===== config.mk =====
export PLATFORM = sky130hd
export DESIGN_NAME = adder_operand_loader_flat
export DESIGN_NICKNAME = d
export VERILOG_FILES = /design/src/rtl/adder_operand_loader_if.sv /design/src/rtl/adder_operand_loader.sv /design/src/flat_wrapper.sv
export SDC_FILE = /design/constraint.sdc
export NUM_CORES = 1
export LEC_CHECK = 0
export CAP_MARGIN = 40
export CORE_UTILIZATION = 45
export DETAILED_ROUTE_END_ITERATION = 10
export PLACE_DENSITY = 0.79
export SYNTH_ARGS = -nofsm -noshare
export SYNTH_HDL_FRONTEND = slang
export SYNTH_SLANG_ARGS = --single-unit

===== constraint.sdc =====
create_clock -name clk -period 2.5 [get_ports clk]
set_input_delay 0.75 -clock clk [delete_from_list [all_inputs] [get_ports clk]]
set_output_delay 0.75 -clock clk [all_outputs]
set_load 0.05 [all_outputs]

===== src/rtl/adder_operand_loader_if.sv =====
// ============================================================================
//  Module      : adder_operand_loader_if
//  Description : Stream-in / operand-pair-out bundle for adder_operand_loader.
//  Revision    : 1.0 - initial release
// ============================================================================
`default_nettype none

interface adder_operand_loader_if #(
    parameter int N = 34,
    parameter int W = 8
);
    logic         in_valid;
    logic         in_ready;
    logic [W-1:0] in_data;
    logic         op_valid;
    logic         op_ready;
    logic [N-1:0] op_x;
    logic [N-1:0] op_y;
    logic         trunc_err;

    modport master (
        output in_valid, in_data, op_ready,
        input  in_ready, op_valid, op_x, op_y, trunc_err
    );

    modport slave (
        input  in_valid, in_data, op_ready,
        output in_ready, op_valid, op_x, op_y, trunc_err
    );
endinterface

`default_nettype wire


===== src/rtl/adder_operand_loader.sv =====
// ============================================================================
//  Module      : adder_operand_loader
//  Description : Deserializes a little-endian word stream into operands x, y
//                and holds them as a pair under valid/ready. Optional macro
//                ADDER_LOADER_TRUNC_CHECK_EN enables the sticky trunc_err.
//  Revision    : 1.0 - initial release
// ============================================================================
`default_nettype none

module adder_operand_loader #(
    parameter int N = 34,
    parameter int W = 8
) (
    input  wire logic             clk,
    input  wire logic             rst,
    adder_operand_loader_if.slave bus
);

    localparam int c_k     = (N + W - 1) / W;
    localparam int c_cnt_w = (c_k > 1) ? $clog2(c_k) : 1;
    localparam logic [c_cnt_w-1:0] c_last = c_cnt_w'(c_k - 1);

    typedef enum logic [1:0] {
        S_LOAD_X = 2'd0,
        S_LOAD_Y = 2'd1,
        S_HOLD   = 2'd2
    } state_t;

    state_t               state_q, state_d;
    logic [c_cnt_w-1:0]   cnt_q, cnt_d;
    logic [N-1:0]         op_x_q, op_x_d;
    logic [N-1:0]         op_y_q, op_y_d;
    logic                 w_xfer;
    logic                 w_last;

    // Write one word into its slot; the widened copy absorbs bits at or above N.
    function automatic logic [N-1:0] f_insert(
        input logic [N-1:0]       op,
        input logic [c_cnt_w-1:0] idx,
        input logic [W-1:0]       d
    );
        logic [c_k*W-1:0] wide;
        wide                      = '0;
        wide[N-1:0]               = op;
        wide[int'(idx)*W +: W]    = d;
        return wide[N-1:0];
    endfunction

    assign w_xfer = bus.in_valid && (state_q != S_HOLD);
    assign w_last = (cnt_q == c_last);

    always_comb begin
        state_d = state_q;
        cnt_d   = cnt_q;
        op_x_d  = op_x_q;
        op_y_d  = op_y_q;
        unique case (state_q)
            S_LOAD_X: begin
                if (bus.in_valid) begin
                    op_x_d = f_insert(op_x_q, cnt_q, bus.in_data);
                    cnt_d  = w_last ? '0 : cnt_q + 1'b1;
                    if (w_last) state_d = S_LOAD_Y;
                end
            end
            S_LOAD_Y: begin
                if (bus.in_valid) begin
                    op_y_d = f_insert(op_y_q, cnt_q, bus.in_data);
                    cnt_d  = w_last ? '0 : cnt_q + 1'b1;
                    if (w_last) state_d = S_HOLD;
                end
            end
            S_HOLD: begin
                if (bus.op_ready) state_d = S_LOAD_X;
            end
            default: begin
                state_d = S_LOAD_X;
                cnt_d   = '0;
            end
        endcase
    end

    always_ff @(posedge clk) begin
        if (rst) begin
            state_q <= S_LOAD_X;
            cnt_q   <= '0;
            op_x_q  <= '0;
            op_y_q  <= '0;
        end else begin
            state_q <= state_d;
            cnt_q   <= cnt_d;
            op_x_q  <= op_x_d;
            op_y_q  <= op_y_d;
        end
    end

    // Handshake outputs come from registered state only.
    assign bus.in_ready = (state_q != S_HOLD);
    assign bus.op_valid = (state_q == S_HOLD);
    assign bus.op_x     = op_x_q;
    assign bus.op_y     = op_y_q;

`ifdef ADDER_LOADER_TRUNC_CHECK_EN
    localparam int c_drop_lsb = N - (c_k - 1) * W;

    logic w_trunc_hit;
    logic trunc_q, trunc_d;

    generate
        if (c_drop_lsb < W) begin : g_trunc_check
            assign w_trunc_hit = w_xfer && w_last && (|bus.in_data[W-1:c_drop_lsb]);
        end else begin : g_no_drop
            assign w_trunc_hit = 1'b0;
        end
    endgenerate

    always_comb begin
        trunc_d = trunc_q | w_trunc_hit;
    end

    always_ff @(posedge clk) begin
        if (rst) begin
            trunc_q <= 1'b0;
        end else begin
            trunc_q <= trunc_d;
        end
    end

    assign bus.trunc_err = trunc_q;
`else
    assign bus.trunc_err = 1'b0;
`endif

endmodule

`default_nettype wire


===== src/flat_wrapper.sv =====
// flat-port wrapper written by rule: the top's interface ports become plain ports
module adder_operand_loader_flat 
#(
    parameter int N = 34,
    parameter int W = 8
)
  (clk, rst, bus_in_valid, bus_in_data, bus_op_ready, bus_in_ready, bus_op_valid, bus_op_x, bus_op_y, bus_trunc_err);
  adder_operand_loader_if #(.N(N), .W(W)) bus_i ();
  input  wire logic clk;
  input  wire logic rst;
  input wire logic [$bits(bus_i.in_valid)-1:0] bus_in_valid;
  input wire logic [$bits(bus_i.in_data)-1:0] bus_in_data;
  input wire logic [$bits(bus_i.op_ready)-1:0] bus_op_ready;
  output wire logic [$bits(bus_i.in_ready)-1:0] bus_in_ready;
  output wire logic [$bits(bus_i.op_valid)-1:0] bus_op_valid;
  output wire logic [$bits(bus_i.op_x)-1:0] bus_op_x;
  output wire logic [$bits(bus_i.op_y)-1:0] bus_op_y;
  output wire logic [$bits(bus_i.trunc_err)-1:0] bus_trunc_err;
  assign bus_i.in_valid = bus_in_valid;
  assign bus_i.in_data = bus_in_data;
  assign bus_i.op_ready = bus_op_ready;
  assign bus_in_ready = bus_i.in_ready;
  assign bus_op_valid = bus_i.op_valid;
  assign bus_op_x = bus_i.op_x;
  assign bus_op_y = bus_i.op_y;
  assign bus_trunc_err = bus_i.trunc_err;
  adder_operand_loader #(.N(N), .W(W)) u_core (.clk(clk), .rst(rst), .bus(bus_i));
endmodule

# --- After elaboration in Yosys (flattened, before gate mapping) ---
# Index checks and enable logic that the tools add are counted.
word_totals:
  wordCells: 36
  register_bits: 73
  output_inout_bits: 71
op_classes:
  n_mux: 11
  n_addsub: 2
  n_eq_ne: 10
  bitwise_logic: 1
  n_reduce_logical: 6
  shift: 2
op_table:
  columns: ["cell", "n"]
  rows:
  - ["40-bit bitwise mux", 2]
  - ["8-bit by 33-bit variable shift with 40-bit output, first input constant", 1]
  - ["8-bit by 33-bit variable part select with 40-bit output", 1]
  - ["6-bit negation with 33-bit output", 1]
  - ["2-bit 2-to-1 mux", 5]
  - ["2-bit inequality test, second input constant", 4]
  - ["3-bit 2-to-1 mux", 2]
  - ["2-bit by 1-bit inequality test with 1-bit output, second input constant", 3]
  - ["2-bit case mux with 3 select lines", 1]
  - ["3-bit case mux with 2 select lines", 1]
  - ["2-bit AND reduction", 3]
  - ["5-bit AND reduction", 1]
  - ["3-bit by 1-bit adder with 3-bit output, second input constant", 1]
  - ["3-bit equality test, second input constant", 1]
  - ["2-bit by 1-bit equality test with 1-bit output, second input constant", 1]
  - ["2-bit equality test, second input constant", 1]
  - ["2-bit zero test", 1]
  - ["2-bit OR reduction", 1]
  - ["1-bit NOT", 1]

# --- Depth between registers and ports, before layout ---
# Gate-level depths: netlist (run 1).
depth:
  depth_word: 4
  mapped_depth: 9
  mapped_depth_nobuf: 6

# --- Least setup slack after synthesis (run 1) ---
# Ideal clock, no wire load.
synth_path:
  path_kind: "reg-to-reg"
  start: "reg u_core.cnt_q[0]"
  end: "reg u_core.op_x_q[2] (netlist: u_core.bus.op_x[2])"
  required_ns: 2.375
  path_slack_ns: 0.025
  path_buffers: 2
  period_less_slack_ns: 2.475
  t_arrival_ns: 2.350
  path_stages_with_launch: 9
  setup_time_ns: 0.125
  path_cell_list: "dfxtp_1 > buf_4 > buf_1 > inv_1 > ha_1 > ha_1 > nor2b_1 > nand4_2 > mux2i_1"
synth_between:
  elab_chain_cells: 3
  elab_cells_between_ends: 4
  cone_classes: "1 x add/sub; 2 x shift; 1 x mux"
synth_rtl:
  columns: ["item", "line_no", "source"]
  rows:
  - ["from (decl)", "adder_operand_loader.sv:30", "logic [c_cnt_w-1:0] cnt_q, cnt_d;"]
  - ["from (signal assigned)", "adder_operand_loader.sv:90", "cnt_q <= cnt_d;"]
  - ["6-bit negation with 33-bit output (*)", "adder_operand_loader.sv:45", "wide[int'(idx)*W +: W] = d;"]
  - ["8-bit by 33-bit variable part select with 40-bit output or 8-bit by 33-bit variable shift with 40-bit output (tied branches)", "adder_operand_loader.sv:45", null]
  - ["40-bit bitwise mux (*)", "adder_operand_loader.sv:45", null]
  - ["to (signal assigned)", "adder_operand_loader.sv:91", "op_x_q <= op_x_d;"]
  - ["to (decl)", "adder_operand_loader.sv:31", "logic [N-1:0] op_x_q, op_x_d;"]
# Every way passes the cells marked *; elsewhere a longest branch is shown, timed or not.
# A chain may end at the register's enable or synchronous reset.

# --- Final worst setup path (run 1) ---
layout_path:
  start: "reg u_core.op_x_q[25] (netlist: u_core.bus.op_x[25])"
  end: "out bus_op_x[25]"
layout_lines:
  columns: ["item", "line_no", "source"]
  rows:
  - ["to (decl)", "flat_wrapper.sv:16", "output wire logic [$bits(bus_i.op_x)-1:0] bus_op_x;"]
# No word-level cell between the ends.

==> results of run 1 <==
## report_power, final
group	internal [uW]	switching (uW)	total (uW)	leakage [uW]
registers	1170	5.78	1180	0.000589
clock network	689	447	1140	0.000120
logic	93.3	156	249	0.00102
## cell families (layout without fill, tap and decap cells)
logic type	Yosys count	after routing	share of synthesized area
and+or+nand+nor	138	138	0.277
DFF	73	73	0.420
muxes	62	62	0.178
AOI/OAI and AO/OA	24	24	0.0576
other	1	1	0.00108
xor gates and xnor gates	1	1	0.00252
buffers and inverters	24	108	0.0342
adders and majority gates	8	8	0.0288
## sequential cells by signal, indices dropped and copies added (netlist names)
| signal | cells |
|---|---|
| u_core.cnt_q | 3 |
| u_core.bus.op_x | 34 |
| u_core.state_q | 2 |
| u_core.bus.op_y | 34 |
## per-stage QoR
stage / setup WS (ns) / cells / total power (uW) / hold slack, ns
2_1_floorplan: 0.0252 / 331 / 1380 / 0.529
3_3_place_gp: 0.140 / 498 / 1450 / 0.461
3_5_place_dp: 0.0531 / 498 / 1450 / 0.462
4_1_cts: 0.208 / 514 / 2580 / 0.479
5_1_grt: 0.171 / 514 / 2650 / 0.492
6_report: 0.224 / 514 / 2560 / 0.473
## cell type report
class	count	area, um^2	share of cell area
clock buffer	11	141	0.0307
timing repair buffer	88	866	0.188
clock inverter	5	103	0.0223
inverter	4	15.0	0.00326
multi-input combinational	234	1900	0.412
sequential	73	1460	0.317
tap	99	124	0.0269
## per-layer routing
layer	vias up	wire length, um	global-route usage
met5	-	0	0
met4	0	111	0.0712
met3	10	458	0.0626
met2	86	3990	0.346
met1	1282	3650	0.269
li1	1302	-	-
## cell usage in the layout, fill, tap and decap left out, types with 2 or more instances in the layout
cell type         n
nor3_1            3
nand2_1           3
nor2_8            5
mux2i_1          62
o21ai_0          17
nand4b_1          6
buf_4             8
inv_1             4
a21oi_1           2
clkbuf_8         10
nor2_1            6
nor2b_1          11
nor3b_1           2
o311ai_4          3
dfxtp_1          73
ha_1              8
clkdlybuf4s50_1  78
nand3_1          18
nand4_1           3
nand2b_1         69
bufinv_16         3
## final timing paths
check	start	end	slack [ns]	depth (start not counted)
worst max-delay path	u_core.bus.op_x[25]	bus_op_x[25]	0.22	1
worst min-delay path	u_core.bus.op_y[9]	u_core.bus.op_y[9]	0.47	2
worst max register to register	u_core.cnt_q[0]	u_core.bus.op_x[28]	0.31	7
worst min register to register	u_core.bus.op_y[9]	u_core.bus.op_y[9]	0.47	2
==> metrics.cfg, run 1 <==
[floorplan]
rows=31
ios=83
initial_core_util=0.472
die_area_mm2=0.00808
dieWidth_um=89.9
core_region_area_mm2=0.00737
fp.dieH_um=89.9

[route]
routed_wl_um=8210
detail-route-antenna-nets=0
vias=2680
dr.pass1.iters=4
drt_iter0_markers=167
routedWlPerCell_um=16.0
drc=0
viasPerCell=5.21

[clocking]
cts_buffer_depth=2
post_cts_buffers=0
postCtsHoldBufs=0
root_buffer=clkbuf_8
cts_tree=built
cts-resized-gates=0
numClockSinks=73
clock_latency_ns=0.35
clk_pin_slew_ns=0.07
cts-buffers-inserted=9
htreeDepth=3

[run_status]
status=completed

[synth]
synth_most_common_cell=dfxtp_1
synth_area_leaders=dfxtp_1, mux2i_1, nand2b_1, ha_1, nor2_8
yosysWarnings=0
synth-edff-count=0
synth_top_flop_cell=dfxtp_1
synth_cell_types=38
synth_fp_nets=351
ys_seq_area_frac=0.420
ys_async_sr_fraction=0
netlist_instances=331
syn_area_per_cell_um2=10.5
yosysTopAreaCell=dfxtp_1
synth_common_cells=dfxtp_1, nand2b_1, mux2i_1, nand3_1, o21ai_0
synth_top_area_frac=0.420
ys_ff_latch=73
syn-cell-area_mm2=0.00348

[sta]
drv_slew=0
setup_viol=0
finalCriticalPeriod_ns=2.28
period_share=0.910
worstMarginPinSlew_ns=0.675
rsz0062_at_grt=false
hold_viol=0
fin_setup_tns_ns=0
finClkSkew_ns=0.00747
max_slew_margin=0.549
timing.fmax_mhz=439

[place]
hpwl_um=5610
portBuffers=81
gp_congestion=0.772
placed_cell_area_mm2=0.00436

[pwr]
p_leak_uw=0.00173
peakVddDrop_uv=325
power_density_mw_per_mm2=556

[worst_setup_path]
crit_type=reg2out
path_max_fanout=2
end_kind=output port
max_stage_delay_ns=0.82
cp_top_family=buffers and inverters
cp.required_ns=1.75
crit_chain=clkdlybuf4s50_1
path_buf_inv=1
slowest_stage=clkdlybuf4s50_1
arrival_ns=1.53
startpoint_type=flop

[layout]
num-fill-cells=624
nets=430
fin_util=0.625
antenna_cells=0
area_growth_pct=32.5
drive_gt1_frac=0.101
stdcell_area_mm2=0.00461

[global_routing]
grt_start_max_net_pins=89
grt-ovfl-total=0
antenna_found_initial=0
grt_pass1_vias=2697
track_usage=0.212
grt_pass1_wl_um=13500

[hold_path]
hold_class=reg2reg

[flow_run]
drv_cap=0

Note: power is estimated with default switching activity, not from simulation.
==> inputs of run 2 (changes only) <==
CORE_UTILIZATION = 40   (was 45)
PLACE_DENSITY = 0.72   (was 0.79)
SETUP_SLACK_MARGIN = 0.3   (was default)
==> run 2 against run 1 <==
Against the previous run: sequential power barely moved; critical path depth is 3 higher; clock skew decreased by 0.0035 ns; register-to-register slack improved by 0.26 ns; sequential share of layout area is 0.81 points higher; hold slack about the same; wire length decreased by 0.15%; core utilization fell by 8.4 points; clock power is 19% lower; first-iteration DRC count shrank 18%; largest cell class unchanged; highest routed layer unchanged.
==> metrics.cfg, run 2 (synthesis gave the netlist of run 1 again) <==
[run_status]
status=completed

[sta]
finClkSkew_ns=0.00394  ; -0.00353 ns
fin_setup_tns_ns=0  ; unchanged
drv_slew=0  ; unchanged
timing.fmax_mhz=485  ; +10%
period_share=0.824  ; -0.0863
rsz0062_at_grt=false
hold_viol=0  ; unchanged
setup_viol=0  ; unchanged
fin_ws_ns=0.440  ; +0.216 ns
finalHoldWorstSlack_ns=0.473  ; -0.000281 ns
finalCriticalPeriod_ns=2.06  ; -0.216 ns
worstMarginPinSlew_ns=0.573  ; -0.102 ns
max_slew_margin=0.617  ; +0.0685

[layout]
area_growth_pct=29.2
final_common_cell=dfxtp_1
most-common-layout-cells=dfxtp_1, nand2b_1, dlygate4sd2_1, mux2i_1, nand3_1
drive_gt1_frac=0.108  ; +0.00697
num-fill-cells=769  ; +23%
nets=431  ; +0.23%
antenna_cells=0  ; unchanged

[worst_setup_path]
arrival_ns=2.33  ; +0.80 ns
ff2ff_path_depth=5  ; -2
path_max_fanout=8  ; +6
reg2reg_slack_ns=0.57  ; +0.26 ns
end_kind=flop
cp.required_ns=2.77  ; +1.02 ns
timing.rr.start=u_core.cnt_q[0]
reg2reg_to=u_core.bus.op_x[2]
startpoint_type=input port
critPathCapture=u_core.bus.op_x[12]
crit_type=in2reg
startpoint=bus_in_valid

[floorplan]
dieWidth_um=95.2  ; +5.9%
rows=33  ; +6.5%
fp.dieH_um=95.2  ; +5.9%
die_area_mm2=0.00907  ; +12%
ios=83  ; unchanged
core_region_area_mm2=0.00830  ; +13%
initial_core_util=0.419  ; -0.0529

[clocking]
root_buffer=clkbuf_8
clk_pin_slew_ns=0.08  ; about the same
postCtsHoldBufs=0  ; unchanged
numClockSinks=73  ; unchanged
cts_buffer_depth=2  ; unchanged
cts_tree=built
htreeDepth=3  ; unchanged
clock_latency_ns=0.35  ; about the same
cts-buffers-inserted=9  ; unchanged

[route]
vias=2614  ; -2.5%
detail-route-antenna-nets=0  ; unchanged
routed_wl_um=8200  ; -0.15%
drc=0  ; unchanged
dr.pass1.iters=4  ; unchanged
routedWlPerCell_um=15.7  ; -1.5%
viasPerCell=5.02  ; -3.8%
drt_iter0_markers=137  ; -18%

[hold_path]
hold_class=reg2reg

[global_routing]
grt_start_max_net_pins=37  ; -58%
grt_pass1_wl_um=13400  ; -1.1%
grt-ovfl-total=0  ; unchanged
track_usage=0.196  ; -0.0161
antenna_found_initial=0  ; unchanged
grt_pass1_vias=2672  ; -0.93%

[place]
gp_congestion=0.790  ; +2.3%
hpwl_um=5770  ; +2.9%
portBuffers=81  ; unchanged
post-place-ws_ns=0.0959  ; +0.0428 ns

[pwr]
power_density_mw_per_mm2=523  ; -6.0%
p_total_uw=2350  ; -8.4%
peakVddDrop_uv=252  ; -22%
p_leak_uw=0.00204  ; +18%

[flow_run]
drv_cap=0  ; unchanged

## run 2: area by class of cell
type	instances	area, um^2	share of cell area
Clock buffer	11	141	0.0315
Timing Repair Buffer	89	776	0.173
Multi-Input combinational cell	234	1910	0.426
Clock inverter	5	55.1	0.0123
Sequential cell	73	1460	0.325
Tap cell	105	131	0.0292
Inverter	4	15.0	0.00334
## run 2: what timing repair did
item,4_1_cts,5_1_grt
setup endpoints to repair,68,11
buffers inserted,0,0
resized for setup,68,1
pin swaps,0,0
## run 2: how the worst min path moves through the flow
stage | from | to | slack (ns) | cells after the start
4_1_cts | u_core.bus.op_y[27] | u_core.bus.op_y[27] | 0.48 | 2
6_report | u_core.bus.op_x[13] | u_core.bus.op_x[13] | 0.47 | 2
5_1_grt | u_core.bus.op_y[14] | u_core.bus.op_y[14] | 0.50 | 2
2_1_floorplan | u_core.state_q[1] | u_core.state_q[0] | 0.53 | 2
3_5_place_dp | u_core.bus.op_y[24] | u_core.bus.op_y[24] | 0.46 | 2
3_3_place_gp | u_core.bus.op_y[10] | u_core.bus.op_y[10] | 0.46 | 2
## run 2: layer usage
metal | up-vias | global-route usage | part of all wire
li1 | 1300 | - | -
met1 | 1218 | 0.260 | 0.47
met2 | 80 | 0.300 | 0.45
met3 | 16 | 0.0470 | 0.051
met4 | 0 | 0.0909 | 0.026
met5 | - | 0 | 0
## run 2: where the power goes
part | switching, uW | leakage (uW) | internal [uW] | total [uW]
Combinational | 157 | 0.00135 | 90.5 | 247
Sequential | 5.76 | 0.000589 | 1170 | 1180
Clock | 438 | 0.0000953 | 485 | 923
Total | 600 | 0.00204 | 1750 | 2350
## run 2: worst max-delay path: stages
cell and delay [ns]:
clkdlybuf4s50_1 0.60, or3b_4 0.52, nor2_8 0.23, mux2i_1 0.23
## run 2: through the flow
stage	util	cells	area (um^2)
3_3_place_gp	0.527	505	4370
6_report	0.541	521	4490
3_5_place_dp	0.527	505	4370
5_1_grt	0.541	521	4490
4_1_cts	0.540	521	4480
2_1_floorplan	-	331	3480
==> inputs of run 3 (changes only) <==
PLACE_DENSITY = 0.7   (was 0.72)
clock period = 2.1 ns   (was 2.5 ns; I/O delays follow)
==> run 3 against run 2 <==
Against the previous run: hold slack better by 0.00087 ns; via count up 1.7%; critical path type is now reg2out; critical endpoint is now bus_op_valid; global-route usage down 0.72 points; largest power group unchanged; sequential power up 19%; clock skew down 0.0010 ns.
==> metrics.cfg, run 3 (synthesis gave the netlist of run 1 again) <==
[run_status]
status=completed

[floorplan]
fp.dieH_um=95.2  ; unchanged
ios=83  ; unchanged
rows=33  ; unchanged
core_region_area_mm2=0.00830  ; unchanged
initial_core_util=0.419  ; unchanged
dieWidth_um=95.2  ; unchanged
die_area_mm2=0.00907  ; unchanged

[sta]
max_slew_margin=0.611  ; -0.00672
fin_ws_ns=0.343  ; -0.0972 ns
setup_viol=0  ; unchanged
fin_setup_tns_ns=0  ; unchanged
finalCriticalPeriod_ns=1.76
finClkSkew_ns=0.00290  ; -0.00104 ns
period_share=0.837
hold_viol=0  ; unchanged
timing.fmax_mhz=569
rsz0062_at_grt=false
worstMarginPinSlew_ns=0.583  ; +0.0101 ns
drv_slew=0  ; unchanged

[global_routing]
track_usage=0.189  ; -0.00724
grt_pass1_vias=2586  ; -3.2%
grt-ovfl-total=0  ; unchanged
grt_pass1_wl_um=13000  ; -3.1%
grt_start_max_net_pins=52  ; +41%
antenna_found_initial=0  ; unchanged

[worst_setup_path]
startpoint_type=flop
crit_type=reg2out
timing.rr.start=u_core.cnt_q[0]
ff2ff_path_depth=7  ; +2
arrival_ns=1.13  ; -1.20 ns
path_max_fanout=5  ; -3
cp.depth=3  ; -1
end_kind=output port
slowest_stage=dfxtp_4
reg2reg_slack_ns=0.41  ; -0.16 ns
reg2reg_to=u_core.bus.op_y[8]
crit_chain=nand2b_4 > clkinvlp_4 > buf_12
cp_top_family=flip-flops
cp.required_ns=1.47  ; -1.30 ns
path_buf_inv=2  ; +1
max_stage_delay_ns=0.38  ; -0.22 ns

[route]
drt_iter0_markers=82  ; -40%
top_layer=met4
routed_wl_um=8200  ; about the same
drc=0  ; unchanged
routedWlPerCell_um=15.5  ; -1.4%
drt-met1-wl_um=4000  ; +3.3%
routed-wl-met3_um=397  ; -5.5%
vias=2659  ; +1.7%
dr.pass1.iters=4  ; unchanged
detail-route-antenna-nets=0  ; unchanged
dr_wl_met2_um=3580  ; -3.1%
viasPerCell=5.04  ; +0.37%

[hold_path]
hold_class=reg2reg
whs_endpoint=u_core.bus.op_y[13]
holdPathStages=2  ; unchanged
worstHoldStart=u_core.bus.op_y[13]

[clocking]
postCtsHoldBufs=0  ; unchanged
cts_buffer_depth=2  ; unchanged
numClockSinks=73  ; unchanged
cts-buffers-inserted=9  ; unchanged
htreeDepth=3  ; unchanged
clock_latency_ns=0.34  ; about the same
root_buffer=clkbuf_8
cts_tree=built
clk_pin_slew_ns=0.08  ; about the same

[pwr]
power_density_mw_per_mm2=670  ; +28%
peakVddDrop_uv=384  ; +52%
p_leak_uw=0.00194  ; -4.8%
p_total_uw=3110  ; +32%

[layout]
most-common-layout-cells=buf_4, dfxtp_1, nand2b_1, mux2i_1, nand3_1
drive_gt1_frac=0.310  ; +0.202
final_common_cell=buf_4
fin_cells=528  ; +1.3%
area_growth_pct=33.5
nets=438  ; +1.6%
antenna_cells=0  ; unchanged
stdcell_area_mm2=0.00464  ; +3.3%

[place]
placed_cell_area_mm2=0.00433  ; -0.92%
hpwl_um=5780  ; +0.14%
portBuffers=81  ; unchanged
dp.cells=507  ; +0.40%
post-place-ws_ns=-0.0628  ; -0.159 ns
gp_congestion=0.741  ; -6.2%

[flow_run]
drv_cap=0  ; unchanged

## run 3: cell type report
cell class	instances	area, um^2
Multi-Input combinational cell	234	1960
Timing Repair Buffer	96	812
Inverter	4	21.3
Clock buffer	11	141
Fill cell	733	3660
Tap cell	105	131
Sequential cell	73	1470
Clock inverter	5	103
## run 3: per-stage QoR
| step | util | hold slack [ns] |
|---|---|---|
| after floorplan | - | 0.535 |
| after global placement | 0.522 | 0.460 |
| after detailed placement | 0.522 | 0.464 |
| after CTS | 0.554 | 0.482 |
| after global routing | 0.559 | 0.495 |
| final | 0.559 | 0.474 |
## run 3: power by group
group / switching [uW] / total [uW] / internal (uW) / leakage, uW
clock: 538 / 1360 / 821 / 0.000120
combinational: 202 / 348 / 146 / 0.00123
sequential: 7.71 / 1400 / 1390 / 0.000591
total: 748 / 3110 / 2360 / 0.00194
## run 3: metal layers
layer  global-route usage  vias to the layer above
li1                     -                     1312
met1                0.270                     1258
met2                0.268                       73
met3               0.0383                       16
met4               0.0896                        0
met5                    0                        -
## run 3: timing repair
item                                    4_1_cts  5_1_grt
cloned                                        0        0
buffers inserted                              2        3
gates resized for setup                       4        4
endpoints found under the setup margin        4       42
pin swaps                                     2        4
## run 3: worst min-delay path, cell delays in order, from the launching register on
cell	delay [ns]
dfxtp_1	0.32
nand2b_1	0.06
mux2i_1	0.05
## run 3: worst max-delay path by stage
stage	start	end
6_report	u_core.state_q[0]	bus_op_valid
5_1_grt	u_core.state_q[0]	bus_op_valid
4_1_cts	bus_in_valid	u_core.bus.op_x[29]
3_5_place_dp	bus_in_valid	u_core.bus.op_x[19]
3_3_place_gp	bus_in_valid	u_core.bus.op_x[7]
2_1_floorplan	u_core.cnt_q[0]	u_core.bus.op_x[18]
